===== config.mk =====
export PLATFORM = sky130hd
export DESIGN_NAME = anubis_theta_seq
export DESIGN_NICKNAME = d
export VERILOG_FILES = /design/src/rtl/anubis_theta_seq.sv
export SDC_FILE = /design/constraint.sdc
export NUM_CORES = 1
export LEC_CHECK = 0
export CAP_MARGIN = 20
export CORE_ASPECT_RATIO = 0.6
export CORE_MARGIN = 2
export CORE_UTILIZATION = 31
export DETAILED_ROUTE_END_ITERATION = 8
export GPL_TIMING_DRIVEN = 0
export PLACE_DENSITY = 0.59
export SLEW_MARGIN = 40
export SYNTH_ARGS = -nofsm -noshare
export SYNTH_HDL_FRONTEND = slang
export SYNTH_SLANG_ARGS = --single-unit

===== constraint.sdc =====
create_clock -name clk -period 4.02 [get_ports clk]
set_input_delay 1.005 -clock clk [delete_from_list [all_inputs] [get_ports clk]]
set_output_delay 1.005 -clock clk [all_outputs]
set_load 0.02 [all_outputs]

===== src/rtl/anubis_theta_seq.sv =====
// Sequenced Anubis theta column mix sharing one xtime unit across cycles.
// Define THETA_DUAL_XTIME_EN for two chained xtime units (merged XT state).
module anubis_theta_seq #(
  parameter logic [7:0] POLY = 8'h1D
) (
  input  logic        clk,
  input  logic        rst,
  input  logic        in_valid,
  output logic        in_ready,
  input  logic [31:0] data_in,
  output logic        out_valid,
  input  logic        out_ready,
  output logic [31:0] data_out,
  output logic        busy
);

`ifdef THETA_DUAL_XTIME_EN
  typedef enum logic [1:0] {
    IDLE, XT, MIX, DONE
  } state_t;
`else
  typedef enum logic [2:0] {
    IDLE, X2, X4, MIX, DONE
  } state_t;
`endif

  state_t      state_q, state_d;
  logic [1:0]  idx_q;
  logic [7:0]  a_q  [4];
  logic [7:0]  x2_q [4];
  logic [7:0]  x4_q [4];
  logic [7:0]  x6   [4];
  logic [7:0]  xt_in, xt1, xt2;
  logic [31:0] mix;

  function automatic logic [7:0] xtime(input logic [7:0] v);
    return {v[6:0], 1'b0} ^ (v[7] ? POLY : 8'h00);
  endfunction

`ifdef THETA_DUAL_XTIME_EN
  assign xt_in = a_q[idx_q];
  assign xt2   = xtime(xt1);
`else
  assign xt_in = (state_q == X4) ? x2_q[idx_q] : a_q[idx_q];
  assign xt2   = 8'h00;
`endif
  assign xt1 = xtime(xt_in);

  always_comb begin
    for (int i = 0; i < 4; i++) begin
      x6[i] = x4_q[i] ^ x2_q[i];
    end
  end

  // b_j = sum_i a_i * h[i^j], h = {01,02,04,06}
  assign mix = {
    a_q[0]  ^ x2_q[1] ^ x4_q[2] ^ x6[3],
    x2_q[0] ^ a_q[1]  ^ x6[2]   ^ x4_q[3],
    x4_q[0] ^ x6[1]   ^ a_q[2]  ^ x2_q[3],
    x6[0]   ^ x4_q[1] ^ x2_q[2] ^ a_q[3]
  };

  assign in_ready  = (state_q == IDLE);
  assign out_valid = (state_q == DONE);
  assign busy      = (state_q != IDLE);

  always_comb begin
    state_d = state_q;
    unique case (state_q)
      IDLE: if (in_valid) begin
`ifdef THETA_DUAL_XTIME_EN
        state_d = XT;
`else
        state_d = X2;
`endif
      end
`ifdef THETA_DUAL_XTIME_EN
      XT: if (idx_q == 2'd3) state_d = MIX;
`else
      X2: if (idx_q == 2'd3) state_d = X4;
      X4: if (idx_q == 2'd3) state_d = MIX;
`endif
      MIX:  state_d = DONE;
      DONE: if (out_ready) state_d = IDLE;
      default: state_d = IDLE;
    endcase
  end

  always_ff @(posedge clk) begin
    if (rst) begin
      state_q <= IDLE;
    end else begin
      state_q <= state_d;
    end
  end

  always_ff @(posedge clk) begin
    if (rst) begin
      idx_q    <= 2'd0;
      data_out <= 32'h0;
      for (int i = 0; i < 4; i++) begin
        a_q[i]  <= 8'h00;
        x2_q[i] <= 8'h00;
        x4_q[i] <= 8'h00;
      end
    end else begin
      unique case (state_q)
        IDLE: if (in_valid) begin
          a_q[0] <= data_in[31:24];
          a_q[1] <= data_in[23:16];
          a_q[2] <= data_in[15:8];
          a_q[3] <= data_in[7:0];
          idx_q  <= 2'd0;
        end
`ifdef THETA_DUAL_XTIME_EN
        XT: begin
          x2_q[idx_q] <= xt1;
          x4_q[idx_q] <= xt2;
          idx_q       <= idx_q + 2'd1;
        end
`else
        X2: begin
          x2_q[idx_q] <= xt1;
          idx_q       <= idx_q + 2'd1;
        end
        X4: begin
          x4_q[idx_q] <= xt1;
          if (idx_q != 2'd3) idx_q <= idx_q + 2'd1;
        end
`endif
        MIX: data_out <= mix;
        default: ;
      endcase
    end
  end

endmodule

==> summary.txt <==
1st-iter DRT viols: 395
Hold Startpoint: data_out[5]
syn_nets: 521
max-slew violation count: 0
final non-filler cell total: 859
Setup Skew: 0.00901 ns
post-DR wirelength/cell: 19.4 um
crit path kind: reg -> out
Worst Setup Slack, final: 0.940 ns
Clock Pin Slew Worst Setup and Hold Paths: 0.06 ns
Skew-Pair Late Insertion Delay: 0.42 ns
worst hold slack: 0.480 ns
crit start category: register
gr ovfl total: 0
Die X-Extent: 189 um
vias in the first global route: 4082
Initial Utilization: 31.7%
Inst Count DP: 827
port buffer count: 70
DR pass1 iterations: 5
CP Capture Type: output port
clk sinks: 135
postcts setup bufs: 0
reg-to-reg setup timing slack: 1.70 ns
crit-path leading delay family: buffers and inverters
Slowest cell on crit path: clkdlybuf4s50_1
layout cell share with drive strength beyond 1: 10.6%
worst-case reg-to-reg path depth: 4
ant diodes: 0
RSZ-0062 raised after global routing: no
clock buffer depth: 2
cts repair resizes: 0
number of enable flip-flop cells after synthesis: 96
CP startpoint: state_q[2]
setup TNS: 0 ns
CP Data Arrival Time: 2.07 ns
H-tree depth: 4
die area: 21700 um2
synth warn: 0
post-place setup slack: 0.655 ns
vias: 4105
worst-margin pin slew: 0.640 ns
cells along the critical path: buf_4, or3_1, inv_1, clkdlybuf4s50_1
CP Capture Point: in_ready
CTS Hold Bufs: 0
crit-path max cell delay: 0.61 ns
VDD IR max: 339 uV
Antenna Nets Post-Route: 0
final period utilization: 76.6%
TritonCTS Buffers: 17
largest net degree at the start of global routing: 33
CTS tree: yes
Detail Placement HPWL: 12600 um
Post-Syn Instances: 484
GP Congestion: 0.851
Yosys reg bits: 135
CP required: 3.01 ns
core area: 20100 um2
commonest non-fill, non-tap cell in the layout: xnor2_1
all-layer global routing usage: 15.9%
Residual DRC: 0
drt via density: 4.78
outcome: complete, no violations
Reg-to-Reg Start: state_q[2]
Min-Delay Path Class: reg -> reg
# setup viols final: 0
Layout Nets: 610
initial antenna violation count: 0
row count: 40
# IOs: 71
most frequent cells in the layout: xnor2_1 (100), edfxtp_1 (96), clkdlybuf4s50_1 (70)
Root Buffer: clkbuf_16
Syn Area/Cell: 13.1 um2
Synth Flop Type: edfxtp_1
Final min period: 3.08 ns
global-route wire length before repair: 25000 um
Async S/R FF share, synth: 0%
Post-Route WL: 16700 um
Critical R2R Capture: x2_q[0][6]
leakage power: 2.79 nW
worst-path fanout max: 10
Final Hold Viols: 0
FMAX: 0.325 GHz
Die H: 115 um
WP buf/inv: 3
Cell Area, Synth: 6360 um2
Worst slew margin: 57.3%
Seq/Total Area, Yosys: 57.6%
Levels on crit path: 4
PwrDens: 485 nW/um2
max cap viols: 0
Distinct cells, synth: 37
Layout area overhead: 27.1%
-- metrics by stage --
stage / total power [mW] / area, um2 / utilization [%]
after global placement: 2.14 / 7400 / 36.9
final: 3.92 / 8080 / 40.3
after CTS: 3.93 / 8070 / 40.2
after floorplan: 1.97 / 6360 / -
after detailed placement: 2.15 / 7400 / 36.9
after global routing: 4.05 / 8080 / 40.3
-- cell usage after synthesis (3+ instances only) --
cell,count,area (um2)
mux4_2,7,158
mux2i_1,18,180
and2_1,38,238
edfxtp_1,96,2880
nor3_1,4,20.0
nor2b_1,9,56.3
and3_1,7,43.8
xnor2_2,3,48.8
clkbuf_1,10,37.5
buf_4,3,22.5
nand3_1,6,30.0
nand2b_1,11,68.8
nor2_1,59,221
a21oi_1,3,15.0
mux4_1,5,131
buf_2,7,35.0
dfxtp_1,39,781
xnor2_1,100,876
mux2_2,4,45.0
a22o_1,32,280
-- state kept, by name (all words and copies together) (netlist names), named ones only --
| name | flops |
|---|---|
| a_q | 32 |
| data_out | 32 |
| x2_q | 32 |
| x4_q | 32 |
| state_q | 3 |
| idx_q | 2 |
-- worst register-to-register path: cells and delay by family, from the launching register on --
| family | cells | cell delay [ns] |
|---|---|---|
| AND/OR/NAND/NOR | 3 | 1.41 |
| buffers and inverters | 1 | 0.19 |
| flip-flops | 1 | 0.35 |
-- kinds of logic (layout without fill, tap and decap cells) --
kind of cell | count (synthesis) | in the layout | share of synthesized area (%)
buffers and inverters | 24 | 126 | 1.97
AND/OR/NAND/NOR | 141 | 141 | 11.4
adder cells (fa/ha/maj) | 1 | 1 | 0.197
multiplexers | 35 | 35 | 8.44
flip-flops | 135 | 135 | 57.6
AO/OA/AOI/OAI | 45 | 45 | 5.86
XOR/XNOR | 103 | 103 | 14.5
-- worst min path at each step --
| stage | cells after the start | to | slack, ns |
|---|---|---|---|
| after floorplan | 2 | register | 0.55 |
| after global placement | 1 | data_out[7] | 0.46 |
| after detailed placement | 1 | data_out[5] | 0.47 |
| after CTS | 1 | data_out[5] | 0.48 |
| after global routing | 1 | data_out[5] | 0.49 |
| final | 1 | data_out[5] | 0.48 |
-- where the power goes --
group / total (mW) / internal [mW] / switching, mW
Sequential: 1.61 / 1.56 / 0.0468
Clock: 1.79 / 1.18 / 0.611
Combinational: 0.520 / 0.227 / 0.293
-- routing by layer --
metal  up-vias  part of all wire, %  GRT usage [%]
li1       1903                    -              -
met1      2027                   50           24.8
met2       158                   40           21.5
met3        17                  8.9           4.40
met4         0                 0.80           3.65
met5         -                    0              0
-- layout make-up --
class,instances,area (um2)
Buffer,22,118
Clock buffer,20,447
Clock inverter,12,223
Fill cell,1870,12000
Inverter,2,7.51
Multi-Input combinational cell,325,2580
Sequential cell,135,3660
Tap cell,273,342
Timing Repair Buffer,70,701
Power figures use the tool's default switching activity.
